### src/rtl/aurora_pkg.sv
// Aurora TX ordered-set definitions shared by the lane encoder and its idle
// generator.
//   ordered_sets_t : one-hot request code (bit 0 = I ... bit 12 = SNF, 0 = NONE)
//   K*/D*          : unencoded 8b character values
//   ordered_seq_t  : one ordered set, characters in transmit order (slot 0 first)
//   os_lookup()    : maps a request code to its sequence (len 0 for I/unknown)
package aurora_pkg;

  typedef enum logic [12:0] {
    OS_NONE = 13'h0000,
    OS_I    = 13'h0001,
    OS_SP   = 13'h0002,
    OS_SPA  = 13'h0004,
    OS_VER  = 13'h0008,
    OS_SCP  = 13'h0010,
    OS_ECP  = 13'h0020,
    OS_P    = 13'h0040,
    OS_SUF  = 13'h0080,
    OS_K    = 13'h0100,
    OS_R    = 13'h0200,
    OS_A    = 13'h0400,
    OS_CC   = 13'h0800,
    OS_SNF  = 13'h1000
  } ordered_sets_t;

  localparam logic [7:0] K28_0 = 8'h1C;
  localparam logic [7:0] K28_2 = 8'h5C;
  localparam logic [7:0] K28_3 = 8'h7C;
  localparam logic [7:0] K28_4 = 8'h9C;
  localparam logic [7:0] K28_5 = 8'hBC;
  localparam logic [7:0] K28_6 = 8'hDC;
  localparam logic [7:0] K23_7 = 8'hF7;
  localparam logic [7:0] K27_7 = 8'hFB;
  localparam logic [7:0] K29_7 = 8'hFD;
  localparam logic [7:0] K30_7 = 8'hFE;
  localparam logic [7:0] D10_2 = 8'h4A;
  localparam logic [7:0] D12_1 = 8'h2C;
  localparam logic [7:0] D8_7  = 8'hE8;

  typedef struct packed {
    logic [2:0]      len;
    logic [3:0]      is_k;
    logic [3:0][7:0] chr;
  } ordered_seq_t;

  localparam ordered_seq_t SEQ_NONE = '{len: 3'd0, is_k: 4'b0000, chr: '0};
  localparam ordered_seq_t SEQ_SP   = '{len: 3'd4, is_k: 4'b0001, chr: {D10_2, D10_2, D10_2, K28_5}};
  localparam ordered_seq_t SEQ_SPA  = '{len: 3'd4, is_k: 4'b0001, chr: {D12_1, D12_1, D12_1, K28_5}};
  localparam ordered_seq_t SEQ_VER  = '{len: 3'd4, is_k: 4'b0001, chr: {D8_7, D8_7, D8_7, K28_5}};
  localparam ordered_seq_t SEQ_SCP  = '{len: 3'd2, is_k: 4'b0011, chr: {8'h00, 8'h00, K27_7, K28_2}};
  localparam ordered_seq_t SEQ_ECP  = '{len: 3'd2, is_k: 4'b0011, chr: {8'h00, 8'h00, K30_7, K29_7}};
  localparam ordered_seq_t SEQ_CC   = '{len: 3'd2, is_k: 4'b0011, chr: {8'h00, 8'h00, K23_7, K23_7}};
  localparam ordered_seq_t SEQ_P    = '{len: 3'd1, is_k: 4'b0001, chr: {24'h0, K28_4}};
  localparam ordered_seq_t SEQ_K    = '{len: 3'd1, is_k: 4'b0001, chr: {24'h0, K28_5}};
  localparam ordered_seq_t SEQ_R    = '{len: 3'd1, is_k: 4'b0001, chr: {24'h0, K28_0}};
  localparam ordered_seq_t SEQ_A    = '{len: 3'd1, is_k: 4'b0001, chr: {24'h0, K28_3}};
  localparam ordered_seq_t SEQ_SNF  = '{len: 3'd1, is_k: 4'b0001, chr: {24'h0, K28_6}};

  function automatic ordered_seq_t os_lookup(input ordered_sets_t os);
    case (os)
      OS_SP:          return SEQ_SP;
      OS_SPA:         return SEQ_SPA;
      OS_VER:         return SEQ_VER;
      OS_SCP:         return SEQ_SCP;
      OS_ECP:         return SEQ_ECP;
      OS_CC:          return SEQ_CC;
      OS_P, OS_SUF:   return SEQ_P;
      OS_K:           return SEQ_K;
      OS_R:           return SEQ_R;
      OS_A:           return SEQ_A;
      OS_SNF:         return SEQ_SNF;
      default:        return SEQ_NONE;
    endcase
  endfunction

endpackage

### src/rtl/idle_char_gen.sv
// Pseudo-random idle character source (K28.5 / K28.0 / K28.3).
//   clk, rst_n : clock, asynchronous active-low reset
//   n_idle     : per-lane mask, 1 = this lane carries an idle char this cycle
//   idle_chr   : per-lane idle char, lane i = idle_chr[i*8 +: 8]
// The LFSR (x^7+x^6+1) advances once per cycle in which any lane is idle; the
// /A/ countdown is consumed lane by lane in ascending order.
module idle_char_gen
  import aurora_pkg::*;
#(
  parameter int unsigned LANES     = 2,
  parameter logic [6:0]  LFSR_SEED = 7'h7F,
  parameter int unsigned A_MIN     = 16
) (
  input  logic               clk,
  input  logic               rst_n,
  input  logic [LANES-1:0]   n_idle,
  output logic [LANES*8-1:0] idle_chr
);

  localparam int unsigned AW = $clog2(A_MIN + 16);

  logic [6:0]    lfsr;
  logic [AW-1:0] a_cnt;
  logic [AW-1:0] cnt_nxt;
  logic [AW-1:0] a_reload;
  logic          a_used;

  assign a_reload = AW'(A_MIN) + AW'(lfsr[3:0]);

  // The running count carries from one idle lane to the next within a cycle;
  // a_used caps /A/ at one per cycle even for a tiny A_MIN.
  always_comb begin
    cnt_nxt  = a_cnt;
    a_used   = 1'b0;
    idle_chr = '0;
    for (int unsigned i = 0; i < LANES; i++) begin
      if (n_idle[i]) begin
        if (cnt_nxt == '0 && !a_used) begin
          idle_chr[i*8 +: 8] = K28_3;
          cnt_nxt            = a_reload;
          a_used             = 1'b1;
        end else begin
          idle_chr[i*8 +: 8] = lfsr[i] ? K28_5 : K28_0;
          if (cnt_nxt != '0) cnt_nxt = cnt_nxt - AW'(1);
        end
      end
    end
  end

  always_ff @(posedge clk or negedge rst_n) begin
    if (!rst_n) begin
      lfsr  <= LFSR_SEED;
      a_cnt <= AW'(A_MIN);
    end else if (|n_idle) begin
      lfsr  <= {lfsr[5:0], lfsr[6] ^ lfsr[5]};
      a_cnt <= cnt_nxt;
    end
  end

endmodule

### src/rtl/ordered_sets_lane_encoder.sv
// Multi-lane ordered-set encoder feeding the Aurora 8b/10b TX path.
//   clk, rst_n  : clock, asynchronous active-low reset
//   os_valid    : request valid; os_code one-hot ordered_sets_t
//   os_ready    : request accepted on os_valid & os_ready (depends on state only)
//   tx_data     : LANES chars, lane 0 = tx_data[CHAR_W-1:0], transmitted first
//   tx_is_k     : per-lane K flag
//   tx_idle     : per-lane flag, char came from the idle generator
//   err_illegal : one-cycle pulse when an accepted code is not one-hot
// LANES must not exceed MAX_SEQ_LEN.
module ordered_sets_lane_encoder
  import aurora_pkg::*;
#(
  parameter int unsigned LANES       = 2,
  parameter int unsigned MAX_SEQ_LEN = 4,
  parameter int unsigned CHAR_W      = 8,
  parameter logic [6:0]  LFSR_SEED   = 7'h7F,
  parameter int unsigned A_MIN       = 16
) (
  input  logic                    clk,
  input  logic                    rst_n,
  input  logic                    os_valid,
  input  logic [12:0]             os_code,
  output logic                    os_ready,
  output logic [LANES*CHAR_W-1:0] tx_data,
  output logic [LANES-1:0]        tx_is_k,
  output logic [LANES-1:0]        tx_idle,
  output logic                    err_illegal
);

  localparam int unsigned RW = $clog2(MAX_SEQ_LEN + 1);
  localparam int unsigned BW = MAX_SEQ_LEN * 8;

  // Buffer is kept left-aligned: slot 0 is always the next char to send, so
  // lane i simply reads slot i and the buffer shifts down by what was taken.
  logic [BW-1:0]          buf_chr;
  logic [MAX_SEQ_LEN-1:0] buf_k;
  logic [RW-1:0]          rem;

  int unsigned            take_u;
  logic [LANES-1:0]       idle_mask;
  logic [LANES*8-1:0]     idle_chr;
  logic [LANES*8-1:0]     lane_chr;
  logic [LANES-1:0]       lane_k;
  logic                   accept;
  logic                   legal;
  ordered_seq_t           seq;

  assign os_ready = (32'(rem) <= LANES);
  assign accept   = os_valid && os_ready;
  assign legal    = $onehot(os_code);
  assign seq      = os_lookup(ordered_sets_t'(os_code));

  always_comb begin
    take_u    = (32'(rem) > LANES) ? LANES : 32'(rem);
    idle_mask = '0;
    for (int unsigned i = 0; i < LANES; i++) idle_mask[i] = (i >= take_u);
  end

  idle_char_gen #(
    .LANES    (LANES),
    .LFSR_SEED(LFSR_SEED),
    .A_MIN    (A_MIN)
  ) u_idle (
    .clk     (clk),
    .rst_n   (rst_n),
    .n_idle  (idle_mask),
    .idle_chr(idle_chr)
  );

  always_comb begin
    lane_chr = '0;
    lane_k   = '0;
    for (int unsigned i = 0; i < LANES; i++) begin
      lane_chr[i*8 +: 8] = idle_mask[i] ? idle_chr[i*8 +: 8] : buf_chr[i*8 +: 8];
      lane_k[i]          = idle_mask[i] ? 1'b1 : buf_k[i];
    end
  end

  // A request is only accepted when the current tail fits in this beat, so
  // loading the new set over the buffer loses nothing.
  always_ff @(posedge clk or negedge rst_n) begin
    if (!rst_n) begin
      buf_chr     <= '0;
      buf_k       <= '0;
      rem         <= '0;
      tx_data     <= '0;
      tx_is_k     <= '0;
      tx_idle     <= '0;
      err_illegal <= 1'b0;
    end else begin
      for (int unsigned i = 0; i < LANES; i++)
        tx_data[i*CHAR_W +: CHAR_W] <= CHAR_W'(lane_chr[i*8 +: 8]);
      tx_is_k     <= lane_k;
      tx_idle     <= idle_mask;
      err_illegal <= accept && !legal;
      if (accept) begin
        if (legal) begin
          buf_chr <= BW'(seq.chr);
          buf_k   <= MAX_SEQ_LEN'(seq.is_k);
          rem     <= RW'(seq.len);
        end else begin
          rem     <= '0;
        end
      end else begin
        buf_chr <= buf_chr >> (take_u * 8);
        buf_k   <= buf_k >> take_u;
        rem     <= rem - RW'(take_u);
      end
    end
  end

endmodule
### config.mk
export PLATFORM = sky130hd
export DESIGN_NAME = ordered_sets_lane_encoder
export DESIGN_NICKNAME = d
export VERILOG_FILES = /design/src/rtl/aurora_pkg.sv /design/src/rtl/idle_char_gen.sv /design/src/rtl/ordered_sets_lane_encoder.sv
export SDC_FILE = /design/constraint.sdc
export NUM_CORES = 1
export LEC_CHECK = 0
export CELL_PAD_IN_SITES_DETAIL_PLACEMENT = 0
export CELL_PAD_IN_SITES_GLOBAL_PLACEMENT = 2
export CORE_ASPECT_RATIO = 2
export CORE_MARGIN = 2
export CORE_UTILIZATION = 40
export CTS_CLUSTER_SIZE = 14
export DETAILED_ROUTE_END_ITERATION = 8
export DONT_BUFFER_PORTS = 1
export GPL_ROUTABILITY_DRIVEN = 1
export GPL_TIMING_DRIVEN = 0
export MAX_ROUTING_LAYER = met4
export PLACE_DENSITY_LB_ADDON = 0.1
export REMOVE_ABC_BUFFERS = 1
export SLEW_MARGIN = 20
export SYNTH_ARGS = -nofsm -noshare
export SYNTH_HDL_FRONTEND = slang
export SYNTH_SLANG_ARGS = --single-unit
### constraint.sdc
create_clock -name clk -period 3.3 [get_ports clk]
set_clock_uncertainty 0.05 [all_clocks]
set_input_delay 0.825 -clock clk [delete_from_list [all_inputs] [get_ports clk]]
set_output_delay 0.825 -clock clk [all_outputs]
set_load 0.01 [all_outputs]
==> flow_results.org, run 1 <==
** STA
- Final setup slack of the worst path :: -1.40 ns
- The count of pins over their slew limit came to 0.
- Dividing the final minimum period by the clock period gives 143%.
- Pin slew with the least headroom to its limit :: 1.09 ns
- Number of hold violations in the final report :: 0
- Setup repair after global routing could not meet its margin everywhere.
- Final critical path time including I/O delays and setup :: 4.70 ns
- Timing would allow up to 0.213 GHz.
- Max-slew headroom at the worst pin :: 27.2%
- Setup violations remaining at the end of the flow were counted as 40.

** Place
- The number of placed instances, taps included, is 537.
- Before CTS, the worst setup slack after placement is -2.49 ns.
- DP HPWL :: 7.72 mm
- At the end of routability-driven placement, the weighted congestion stood at 0.803.
- Input and output buffers added on the ports amount to 0.

** Pwr
- Final Total Pwr :: 4.30 mW
- Max rail drop VDD :: 0.000379 V
- Power spread over the standard cell area amounts to 901 nW/um2.
- Leakage :: 2.09 nW

** Cells and area
- In the final layout, flip-flops and latches occupy 1810 um2.
- The count of cells in the finished layout, fillers not included, comes to 566.
- Commonest cells after routing, fill and taps aside :: 67 x sky130_fd_sc_hd__nand2_1, 64 x sky130_fd_sc_hd__dfrtp_1, 26 x sky130_fd_sc_hd__inv_1
- Area grow syn2layout :: 19.8%
- Final core utilization :: 49.2%
- Fin nets :: 463
- The filler cells instantiated in the layout total 968.
- Fraction of layout cells with a size suffix above 1 :: 20.5%
- Multi-input logic area :: 2180 um2
- The repair_antennas step left the layout with diodes totalling 0.
- Most common cell after layout, fill and taps aside :: sky130_fd_sc_hd__nand2_1

** Die
- Count of pins on the block boundary :: 38
- Die H :: 145 um
- Number of standard-cell rows in the floorplan :: 51
- Die area :: 10,800 um2
- In this run the standard cell core region covers 9700 um2.
- Horizontal extent of the die :: 74.5 um
- For this configuration, the core starts out at a cell density of 41.0%.

** Route
- Met2 Wirelength :: 6.40 mm
- Dividing the detail-routed via count by the number of cells gives 5.51.
- Initial DRC Count :: 171
- DR top layer :: met4
- After detailed routing, the total wire length is 10.8 mm.
- In the final routed layout, each cell accounts on average for 19.2 um.
- DRC errors left :: 0
- For this run, the detailed router's first-pass iteration total came to 4.
- Met3 wirelength from detailed routing :: 325 um
- Vias :: 3,116
- Number of nets still failing antenna checks after routing :: 0
- For this block, wires on met1 add up to 3.88 mm.

** CTS
- The clock passes through at most 2 buffers.
- Insertion delay of the later-clocked pin in the worst-skew pair :: 0.33 ns
- H-tree depth reported by CTS :: 3
- Clock tree synthesis inserted a total of 9 buffers.
- Num Clock Sinks :: 72
- Clock-pin slew was measured on the worst setup and hold paths at 0.06 ns.
- Count of hold buffers inserted by post-cts repair :: 0
- Root buffer cell :: sky130_fd_sc_hd__clkbuf_16
- TritonCTS built the clock tree.

** Setup path
- Class of the most critical setup path :: input pin to flop
- Launching point of the worst reg2reg path :: rem[2]
- Along the worst path, the maximum fanout reaches 8.
- Endpoint kind of the worst setup timing path :: flop
- Data arrival time of the critical path :: 4.86 ns
- Data required time of the worst path :: 3.46 ns
- The worst setup path is launched from an input pin.
- Origin of the worst setup path :: os_code[0]

** Global routing
- Entering global routing, the biggest net connects 73 pins.
- Across every metal layer, demand over resource in global routing totals 22.3%.
- The via count of the first global-routing pass was 3,149.
- The first global-routing pass estimated 17.6 mm of wire.
- The initial antenna violation count was 0.
- For this run the aggregate overflow at the end of global routing stands at 0.

** Synth
- After technology mapping, the gate count stands at 424.
- Synth Register Bits :: 72
- During synthesis, Yosys emitted a total of 0 warnings.
- Netlist area before placement :: 3980 um2
- Sequential cell area fraction in the yosys report :: 45.5%
- Post-Syn Area per Cell :: 9.39 um2
- Among all flip-flop cells after synthesis, the most frequent one is sky130_fd_sc_hd__dfrtp_1.
- Counting flops with a built-in enable in the synthesized netlist gives 0.
- In the synthesized netlist the async set-or-reset flop fraction comes to 100%.
- The number of different library cells used by synthesis comes to 67.

** Outcome
- Violations in the final reports :: negative setup slack
- Status :: finished with violations

** Hold path
- Classification of the worst-slack hold path :: input pin to async pin

** Job
- # Max-Cap Violations :: 0
## cell usage after synthesis, types with 5 or more instances
library cell               count  area share (%)
sky130_fd_sc_hd__ha_1          9             2.8
sky130_fd_sc_hd__clkbuf_1     18             1.7
sky130_fd_sc_hd__o21ai_0      13             1.6
sky130_fd_sc_hd__nand2_1      69             6.5
sky130_fd_sc_hd__a22oi_1       9             1.7
sky130_fd_sc_hd__a21oi_1      22             2.8
sky130_fd_sc_hd__or3_1         6            0.94
sky130_fd_sc_hd__o21ai_1      11             1.4
sky130_fd_sc_hd__and2_1        9             1.4
sky130_fd_sc_hd__nor2_1       23             2.2
sky130_fd_sc_hd__o221ai_1      6             1.3
sky130_fd_sc_hd__xor2_1        5             1.1
sky130_fd_sc_hd__a21o_1        5            0.94
sky130_fd_sc_hd__dfrtp_1      64              40
sky130_fd_sc_hd__o21a_1        6             1.1
sky130_fd_sc_hd__nand2b_1     14             2.2
sky130_fd_sc_hd__nand3_1       7            0.88
sky130_fd_sc_hd__a22o_1        6             1.3
sky130_fd_sc_hd__nor3_1        8             1.0
sky130_fd_sc_hd__fa_1          8             4.0
sky130_fd_sc_hd__dfstp_2       8             5.3
sky130_fd_sc_hd__inv_1        27             2.5
## critical path: stages
cell                       delay [ns]
sky130_fd_sc_hd__fa_2            0.48
sky130_fd_sc_hd__fa_1            0.52
sky130_fd_sc_hd__inv_1           0.05
sky130_fd_sc_hd__fa_1            0.51
sky130_fd_sc_hd__fa_1            0.44
sky130_fd_sc_hd__fa_2            0.37
sky130_fd_sc_hd__fa_2            0.35
sky130_fd_sc_hd__or3b_4          0.39
sky130_fd_sc_hd__o22ai_4         0.14
sky130_fd_sc_hd__and3_4          0.26
sky130_fd_sc_hd__a21boi_4        0.09
sky130_fd_sc_hd__buf_8           0.15
sky130_fd_sc_hd__a221o_1         0.30
## per-stage QoR
stage	instance area, um2	hold slack (ns)	TNS (ns)
3_5_place_dp	4090	0.398	-82.12
6_report	4770	0.137	-51.93
5_1_grt	4770	0.117	-56.30
4_1_cts	4660	0.126	-53.64
3_3_place_gp	4060	0.399	-103.02
2_1_floorplan	3890	0.385	-71.06
## logic make-up after synthesis
| group | after synthesis | synth area share [%] |
|---|---|---|
| buf+inv | 49 | 4.84 |
| fa+ha+maj | 17 | 6.85 |
| xor+xnor | 9 | 1.98 |
| compound gates | 111 | 19.6 |
| other cells | 1 | 0.0942 |
| mux | 5 | 1.29 |
| flops | 72 | 45.5 |
| simple gates | 160 | 19.9 |
## path summary, 6_finish.rpt
check / slack [ns] / to / cells after the start
min in group clk: 0.41 / u_idle.lfsr[5] / 2
min: 0.14 / tx_idle[1] / 0
max reg2reg: 0.23 / buf_chr[9] / 7
min reg2reg: 0.41 / u_idle.lfsr[5] / 2
max: -1.40 / buf_chr[19] / 13
max in group asynchronous: 2.85 / u_idle.lfsr[4] / 0
## routing by layer
metal	global-route usage, %	vias up
met3	3.96	16
met4	6.79	0
met2	39.6	57
met5	-	-
li1	-	1495
met1	24.5	1548
## final cells by class
cell class,count,share of cell area (%)
Multi-Input combinational cell,303,45.8
Sequential cell,72,38.0
Clock buffer,10,5.01
Timing Repair Buffer,16,3.83
Tap cell,132,3.46
Inverter,28,2.20
Clock inverter,5,1.71
## repair_timing
action                     4_1_cts  5_1_grt
setup endpoints to repair       40       42
gates resized for setup         34       19
setup buffers                    9        4
pin swaps                       17        8
gates cloned                     1        0
## power by group
group	switching, mW	internal [mW]
clock network	0.363	0.678
logic	1.11	0.811
registers	0.219	1.12
total	1.69	2.61
## sequential cells by signal, indices dropped and copies added, names as in the netlist
signal        count
buf_k             4
buf_chr          32
u_idle.a_cnt      5
u_idle.lfsr       7
tx_is_k           2
rem               3
err_illegal       1
tx_data          16
tx_idle           2
No activity file was read; power rests on OpenSTA's default activity.
==> run 2: changes to the inputs <==
--- a/config.mk
+++ b/config.mk
@@ -9,14 +9,14 @@
 export CELL_PAD_IN_SITES_GLOBAL_PLACEMENT = 2
 export CORE_ASPECT_RATIO = 2
 export CORE_MARGIN = 2
-export CORE_UTILIZATION = 40
+export CORE_UTILIZATION = 25
 export CTS_CLUSTER_SIZE = 14
 export DETAILED_ROUTE_END_ITERATION = 8
 export DONT_BUFFER_PORTS = 1
 export GPL_ROUTABILITY_DRIVEN = 1
 export GPL_TIMING_DRIVEN = 0
 export MAX_ROUTING_LAYER = met4
-export PLACE_DENSITY_LB_ADDON = 0.1
+export PLACE_DENSITY_LB_ADDON = 0.05
 export REMOVE_ABC_BUFFERS = 1
 export SLEW_MARGIN = 20
 export SYNTH_ARGS = -nofsm -noshare
==> run 2 against run 1 <==
  * The run still ends with negative setup slack left
  * Register-to-register slack lost 0.20 ns
  * Count of clock-buffer cells in the layout increased by 1
  * Highest routed layer unchanged
  * Combinational power grew 7%
  * First-iteration DRC count fell by 31%
  * Non-clock buffer count rose by 3
  * Design area up 5.4%
==> flow_results.org, run 2 (same netlist as run 1, synthesis figures left out) <==
** Global routing
- Aggregate global-route resource usage :: 17.5%
- For this run the aggregate overflow at the end of global routing stands at 0.
- The initial antenna violation count is 0.
- The first global-routing pass estimated 20.9 mm of wire.
- Number of global-route vias before repair :: 3,382
- Entering global routing, the biggest net connects 73 pins.

** Pwr
- Max rail drop VDD :: 0.000373 V
- Sequential fraction of design power :: 29.1%
- Clock network power share :: 26.7%
- Switching pwr :: 1.83 mW
- PwrDens :: 923 nW/um2
- The analysis attributes to cell leakage a power of 2.17 nW.
- Switching part of the total :: 39.4%
- Cell internal power dissipation :: 2.81 mW
- Combinational logic is responsible for 44.2% of the overall power.

** Cells and area
- Fraction of layout cells with a size suffix above 1 :: 23.1%
- The register with the most flip-flops in the final layout is buf_chr.
- Filler instances :: 1,642
- The multi-input combinational cells in the finished layout cover a total of 2280 um2.
- Registers take 1810 um2.
- Most common cell after layout, fill and taps aside :: sky130_fd_sc_hd__dfrtp_1
- Relative to the synthesized area, the layout overhead comes to 26.2%.
- Registers with the highest flip-flop counts :: buf_chr: 32 flops, tx_data: 16 flops, u_idle.lfsr: 7 flops
- Commonest cells after routing, fill and taps aside :: 64 x sky130_fd_sc_hd__dfrtp_1, 63 x sky130_fd_sc_hd__nand2_1, 26 x sky130_fd_sc_hd__inv_1
- Max reg flops :: 32
- Fin nets :: 469
- Cells fill 32.0% of the core in the end.
- Diode insertion count for antenna repair :: 0

** STA
- Final critical path time including I/O delays and setup :: 4.70 ns
- Number of hold violations in the final report :: 0
- Max-slew headroom at the worst pin :: 44.4%
- Across all hold checks on the routed design, the worst slack comes to 0.127 ns.
- Final setup slack of the worst path :: -1.40 ns
- The final critical path takes up 142% of the cycle.
- Unrepaired setup endpoints after global routing :: yes
- Based on the critical path, the design can be clocked at up to 0.213 GHz.
- Setup violations remaining at the end of the flow were counted as 40.
- For the final routed database, the setup TNS stands at -52.57 ns.
- Final Max Slew Viols :: 0
- For the pin with the worst max-slew slack, the measured transition is 0.834 ns.

** Route
- After detailed routing, the number of remaining DRC violations is 0.
- For this run, the detailed router's first-pass iteration total came to 4.
- The count of nets left with antenna violations once routing finished came out at 0.
- The routed layout has 3,171 vias.
- The routed design has 13.6 mm of wire.
- After detailed routing, the average wire length per cell comes to 21.1 um.
- Initial DRC Count :: 118
- Via-to-Cell Ratio :: 4.94

** CTS
- CTS built an H-tree with a depth of 3.
- Reg clk slew, reported paths :: 0.06 ns
- TritonCTS built the clock tree.
- Clock latency on the worst-skew pair, taken at its later pin, is 0.34 ns.
- Maximum clock insertion buffer count :: 2
- The number of hold buffers added after CTS was 0.
- Num Clock Sinks :: 72
- Root buffer cell :: sky130_fd_sc_hd__clkbuf_16
- Counting the buffers created by CTS gives 9.

** Die
- Die area :: 17,000 um2
- The initial utilization of the core area, before any placement, comes to 25.4%.
- The die is 93.2 um wide.
- Number of standard-cell rows in the floorplan :: 65
- Measured along the y axis, the die boundary spans 182 um.
- For this design the top-level I/O count stands at 38.
- Core region area :: 15,700 um2

** Job
- Across the run, the number of max-cap violations was 0.

** Setup path
- Top fanout value on the critical path :: 6
- Class of the most critical setup path :: input pin to flop
- Nature of the critical path startpoint :: input pin
- STA classifies the critical path endpoint as a flop.
- Data on the critical path is required at its endpoint by 3.48 ns.
- Data arrival time of the critical path :: 4.88 ns

** Place
- Number of input and output port buffers inserted :: 0
- Detailed placement finished with a half-perimeter wire length of 9.26 mm.
- Routability cong. :: 0.742
- Post-Place Worst Slack :: -2.24 ns

** Hold path
- Classification of the worst-slack hold path :: input pin to async pin

** Outcome
- The run finished, with violations left.
- The final reports fail on negative setup slack.
-- run 2: worst max-delay path: stages --
cell                       delay [ns]
sky130_fd_sc_hd__fa_1            0.49
sky130_fd_sc_hd__fa_1            0.51
sky130_fd_sc_hd__inv_1           0.05
sky130_fd_sc_hd__fa_1            0.50
sky130_fd_sc_hd__fa_1            0.44
sky130_fd_sc_hd__fa_2            0.38
sky130_fd_sc_hd__fa_2            0.35
sky130_fd_sc_hd__or3b_4          0.39
sky130_fd_sc_hd__o22ai_4         0.15
sky130_fd_sc_hd__and3_4          0.33
sky130_fd_sc_hd__a21boi_4        0.14
sky130_fd_sc_hd__a221o_1         0.32
-- run 2: metal layers --
| metal | wire length, um | GRT usage (%) |
|---|---|---|
| met2 | 7990 | 32.9 |
| met4 | 356 | 6.94 |
| met1 | 4880 | 17.5 |
| met3 | 349 | 2.81 |
| met5 | 0 | - |
-- run 2: what timing repair did --
action | in CTS | in global routing
setup endpoints to repair | 42 | 46
resized for setup | 36 | 33
setup buffers | 15 | 3
gates cloned | 4 | 0
pin swaps | 20 | 16
-- run 2: stage by stage --
stage | instances | power (mW) | instance area (um2)
finish | 642 | 4.64 | 5020
global route | 642 | 4.96 | 5020
CTS | 640 | 4.65 | 4900
detailed placement | 605 | 2.93 | 4180
global placement | 604 | 2.87 | 4150
floorplan | 403 | 2.34 | 3890
-- run 2: path summary, 6_finish.rpt --
path | from | to | slack (ns) | depth (start not counted)
min in group clk | u_idle.lfsr[4] | u_idle.lfsr[4] | 0.41 | 2
worst min-delay path | rst_n | u_idle.a_cnt[2] | 0.13 | 0
worst max-delay path | os_code[0] | buf_chr[19] | -1.40 | 12
worst min register to register | u_idle.lfsr[4] | u_idle.lfsr[4] | 0.41 | 2
worst max register to register | rem[2] | buf_chr[14] | 0.03 | 7
max in group asynchronous | rst_n | u_idle.lfsr[6] | 2.82 | 0
-- run 2: area by class of cell --
class	count	area share, %
Clock buffer	11	4.83
Clock inverter	5	2.57
Inverter	28	2.09
Multi-Input combinational cell	306	45.4
Sequential cell	72	36.1
Tap cell	201	5.01
Timing Repair Buffer	19	4.06
-- run 2: power groups by stage --
stage | clock network [mW] | registers [mW] | logic [mW]
3_5_place_dp | 0 | 1.35 | 1.57
2_1_floorplan | 0 | 1.29 | 1.05
5_1_grt | 1.30 | 1.38 | 2.28
3_3_place_gp | 0 | 1.35 | 1.53
6_report | 1.24 | 1.35 | 2.05
4_1_cts | 1.27 | 1.34 | 2.04
